### src/rtl/word_unpacker_pkg.sv
// Shared types and default sizes for the word-to-byte unpacker.
// Imported by word_unpacker and its testbench.
package word_unpacker_pkg;

  typedef enum logic {
    IDLE = 1'b0,
    SEND = 1'b1
  } wu_state_t;

  localparam int BYTE_W_DEF         = 8;
  localparam int BYTES_PER_WORD_DEF = 4;
  localparam int WORD_W             = BYTE_W_DEF * BYTES_PER_WORD_DEF;
  localparam int CNT_W              = $clog2(BYTES_PER_WORD_DEF);

endpackage : word_unpacker_pkg

### src/rtl/word_unpacker.sv
// Splits each accepted word into bytes, low lane first, one byte per sink handshake.
// Optional macro WORD_UNPACKER_PREFETCH_EN lets the next word load alongside the last byte.
module word_unpacker
  import word_unpacker_pkg::*;
#(
  parameter int BYTE_W         = BYTE_W_DEF,
  parameter int BYTES_PER_WORD = BYTES_PER_WORD_DEF  // power of 2, >= 2
) (
  input  logic                              i_clk,
  input  logic                              i_rst_n,
  input  logic [BYTE_W*BYTES_PER_WORD-1:0]  i_word,
  input  logic                              i_word_valid,
  output logic                              o_word_ready,
  output logic [BYTE_W-1:0]                 o_data,
  output logic [$clog2(BYTES_PER_WORD)-1:0] o_address,
  output logic                              o_valid,
  input  logic                              i_ready,
  output logic                              o_last,
  output wu_state_t                         dbg_state
);

  localparam int              W_L       = BYTE_W * BYTES_PER_WORD;
  localparam int              CW_L      = $clog2(BYTES_PER_WORD);
  localparam logic [CW_L-1:0] LAST_LANE = CW_L'(BYTES_PER_WORD - 1);

  wu_state_t       state_q;
  wu_state_t       state_d;
  logic [W_L-1:0]  shift_q;
  logic [CW_L-1:0] cnt_q;
  logic            ready_q;
  logic            lane_last;
  logic            word_accept;
  logic            byte_xfer;

  // Handshakes: a transfer happens on a rising edge where valid and ready are
  // both high; the source holds its payload stable while valid & !ready.
  assign word_accept = i_word_valid & o_word_ready;
  assign byte_xfer   = o_valid & i_ready;
  assign lane_last   = (cnt_q == LAST_LANE);

  always_ff @(posedge i_clk) begin
    if (!i_rst_n) begin
      state_q <= IDLE;
    end else begin
      state_q <= state_d;
    end
  end

  always_comb begin
    state_d = state_q;
    case (state_q)
      IDLE: begin
        if (word_accept) state_d = SEND;
      end
      SEND: begin
        // A word accepted with the last byte keeps the FSM in SEND.
        if (byte_xfer && lane_last) state_d = word_accept ? SEND : IDLE;
      end
      default: state_d = IDLE;
    endcase
  end

  // Bytes leave from the bottom of the shift register, so no lane mux is needed.
  always_ff @(posedge i_clk) begin
    if (!i_rst_n) begin
      shift_q <= '0;
      cnt_q   <= '0;
      ready_q <= 1'b1;
    end else begin
      ready_q <= (state_d == IDLE);
      if (word_accept) begin
        shift_q <= i_word;
        cnt_q   <= '0;
      end else if (byte_xfer) begin
        shift_q <= shift_q >> BYTE_W;
        cnt_q   <= cnt_q + CW_L'(1);
      end
    end
  end

  always_comb begin
    o_valid   = 1'b0;
    o_last    = 1'b0;
    o_data    = shift_q[BYTE_W-1:0];
    o_address = cnt_q;
    dbg_state = state_q;
    if (state_q == SEND) begin
      o_valid = 1'b1;
      o_last  = lane_last;
    end
`ifdef WORD_UNPACKER_PREFETCH_EN
    o_word_ready = ready_q | (o_last & i_ready);
`else
    o_word_ready = ready_q;
`endif
  end

endmodule : word_unpacker

### config.mk
export PLATFORM = sky130hd
export DESIGN_NAME = word_unpacker
export DESIGN_NICKNAME = d
export VERILOG_FILES = /design/src/rtl/word_unpacker_pkg.sv /design/src/rtl/word_unpacker.sv
export SDC_FILE = /design/constraint.sdc
export NUM_CORES = 1
export LEC_CHECK = 0
export CORE_MARGIN = 1
export CORE_UTILIZATION = 40
export CTS_BUF_LIST = sky130_fd_sc_hd__clkbuf_4 sky130_fd_sc_hd__clkbuf_8 sky130_fd_sc_hd__clkbuf_16
export CTS_CLUSTER_DIAMETER = 50
export DETAILED_ROUTE_END_ITERATION = 6
export PLACE_DENSITY = 0.7
export SYNTH_ARGS = -nofsm -noshare
export SYNTH_HDL_FRONTEND = slang
export SYNTH_SLANG_ARGS = --single-unit
### constraint.sdc
create_clock -name i_clk -period 1.7 [get_ports i_clk]
set_input_delay 0.34 -clock i_clk [delete_from_list [all_inputs] [get_ports i_clk]]
set_output_delay 0.34 -clock i_clk [all_outputs]
set_load 0.02 [all_outputs]
==> reports/metrics.cfg <==
[grt]
grt_usage = 0.165
gr-total-overflow = 0
grt_first_pass_wirelength_mm = 5.24
antenna_found_initial = 0
grt_max_degree = 50
grt_pass1_vias = 1201

[timing]
tns_ps = 0
rsz0062_at_grt = no
fmax_mhz = 621
setup_violations = 0
post-route-min-period_ps = 1610
clock_skew_ps = 4.45
final-hold-violation-count = 0
finalMaxSlewViolations = 0
worst_pin_slew_ps = 369
post-route-period-util = 0.947
slew-limit-headroom = 0.754
fin_hold_ws_ps = 464

[clock_tree]
htreeDepth = 2
cts_setup_buffers = 0
cts_tree = built
clockBufferDepth = 2
numClockSinks = 36
cts_root_buf = clkbuf_8
cts.clk_slew.worst_paths_ps = 70
cts_made_buffers = 5
clock_latency_ps = 280

[min_path]
hp-class = reg -> reg
hp-start = shift_q[16]$_SDFFE_PN0P_
hold_depth = 2
min_to = shift_q[8]$_SDFFE_PN0P_

[worst_setup_path]
worst_ep_arrival_time_ps = 1270
path_cells = clkdlybuf4s50_1
rr_endpoint = shift_q[14]$_SDFFE_PN0P_
slowest_delay_ps = 620
path_class = reg -> out
crit_path_start_kind = flop
reg2reg_slack_ps = 550
worstPathMaxFanout = 3
cp.buffers_inverters = 1
path_depth = 1
crit_family = buffers and inverters
ff2ff_path_depth = 4
end_kind = output port
crit_required_ps = 1360
rr_startpoint = dbg_state$_SDFF_PN0_
cp_slowest_cell = clkdlybuf4s50_1

[floorplan]
rows = 22
ios = 50
fp.dieW_um = 63.7
die-area_mm2 = 0.00405
start_util = 0.416
core_area_mm2 = 0.00366
die_y_um = 63.7

[logic_synthesis]
synth-edff-count = 0
synth_top_area_frac = 0.474
postSynthCellCount = 187
synth_ff_type = dfxtp_1
synth_area_mm2 = 0.00152
synth_common_cells = 53 x nand2_1, 36 x dfxtp_1, 25 x o21ai_0, 24 x a31oi_1, 10 x buf_4
avgSynthCellArea_um2 = 8.14
async_flop_share = 0
yosys_warnings = 0
yosys.area.top_type = dfxtp_1
yosys_register_bits = 36
yosysUniqueCellTypes = 18
yosysMostFrequentCell = nand2_1
synth_area_leaders = dfxtp_1 47%, nand2_1 13%, a31oi_1 9.9%, o21ai_0 8.2%, buf_4 4.9%
syn-num-nets = 224
yosysSeqAreaShare = 0.474

[drt]
vias = 1326
drt_iter0_markers = 83
ant_nets = 0
wl_per_cell_um = 10.8
vias_per_cell = 4.88
dr.pass1.iters = 4
drc = 0
wl_mm = 2.93

[power_and_ir_drop]
leakage_nw = 0.771
finalPower_mw = 1.85
p_per_area_mw_per_mm2 = 887
irDropWorstVdd_mv = 0.512

[placement]
portBuffers = 49
placed_cell_area_mm2 = 0.00200
hpwl_mm = 1.95
gp_congestion = 0.735
dpl.cell_count = 265

[final_layout]
n_antenna_cell = 0
syn2layout_area_growth_pct = 36.8
final-instance-count-excl-fill = 272
fin_area_mm2 = 0.00208
fin_nets = 261
drive_gt1_frac = 0.0536

[outcome]
outcome = finished clean

[run]
maxCapViolations = 0

cell families after synthesis:
family,synth area share
simple gates,0.178
compound gates,0.237
flops,0.474
buf+inv,0.0970
xor+xnor,0.00576
fa+ha+maj,0.00822
through the flow:
stage	worst slack, ps	util
3_5_place_dp	86.6	0.545
5_1_grt	23.2	0.568
3_3_place_gp	108	0.545
4_1_cts	15.1	0.567
6_report	90.1	0.568
2_1_floorplan	489	-
area by class of cell:
class	instances	area (µm²)
repair buffers	53	562
fillers	345	1580
inverters	1	3.75
clock buffers	6	76.3
clock inverters	1	5.00
well taps	48	60.1
flip-flops and latches	36	721
multi-input cells	127	653
flip-flops by register name, summed over array words and instances (netlist names):
| signal | cells |
|---|---|
| o_address | 2 |
| o_word_ready | 1 |
| dbg_state | 1 |
| shift_q | 32 |
worst reg2reg max path, stage by stage (launching register included):
cell	delay (ps)
dfxtp_1	410
and2_1	250
buf_12	190
nand2_1	60
a31oi_1	160
worst max path at each step:
stage	end	startpoint	slack, ps
after global routing	o_last	o_address[0]$_SDFFE_PP0P_	20
after CTS	dbg_state	dbg_state$_SDFF_PN0_	20
final	o_address[0]	o_address[0]$_SDFFE_PP0P_	90
after floorplan	o_last	o_address[0]$_SDFFE_PP0P_	490
after detailed placement	shift_q[14]$_SDFFE_PN0P_	i_ready	90
after global placement	o_last	o_address[0]$_SDFFE_PP0P_	110
metal layers:
metal  vias up  wire, µm  GRT usage
li1        709         -          -
met1       577      1480      0.214
met2        36      1250      0.247
met3         4       151     0.0435
met4         0        48     0.0852
met5         -         0          0
cells in the final DEF (no fill, tap or decap), drive strengths merged:
master / synthesis / layout
clkinv: 0 / 1
a31oi: 24 / 24
a22oi: 9 / 9
buf: 16 / 4
clkdlybuf4s50: 0 / 46
clkbuf: 7 / 6
ha: 1 / 1
xnor2: 1 / 1
nand2: 53 / 53
inv: 1 / 1
nor2b: 8 / 8
a21oi: 1 / 1
nor2: 1 / 1
dfxtp: 36 / 36
a21boi: 1 / 1
dlymetal6s2s: 0 / 2
and2: 3 / 3
dlygate4sd2: 0 / 1
o21ai: 25 / 25
where the power goes:
part | internal [mW] | switching, mW | total (mW) | leakage (nW)
Sequential | 0.911 | 0.0361 | 0.947 | 0.298
Clock | 0.294 | 0.269 | 0.563 | 0.0445
Combinational | 0.183 | 0.153 | 0.336 | 0.429
what timing repair did:
| action | CTS | global route |
|---|---|---|
| hold buffers | 0 | 0 |
| gates resized for setup | 1 | 2 |
| endpoints found under the setup margin | 1 | 2 |
(Power assumes the default switching activity.)
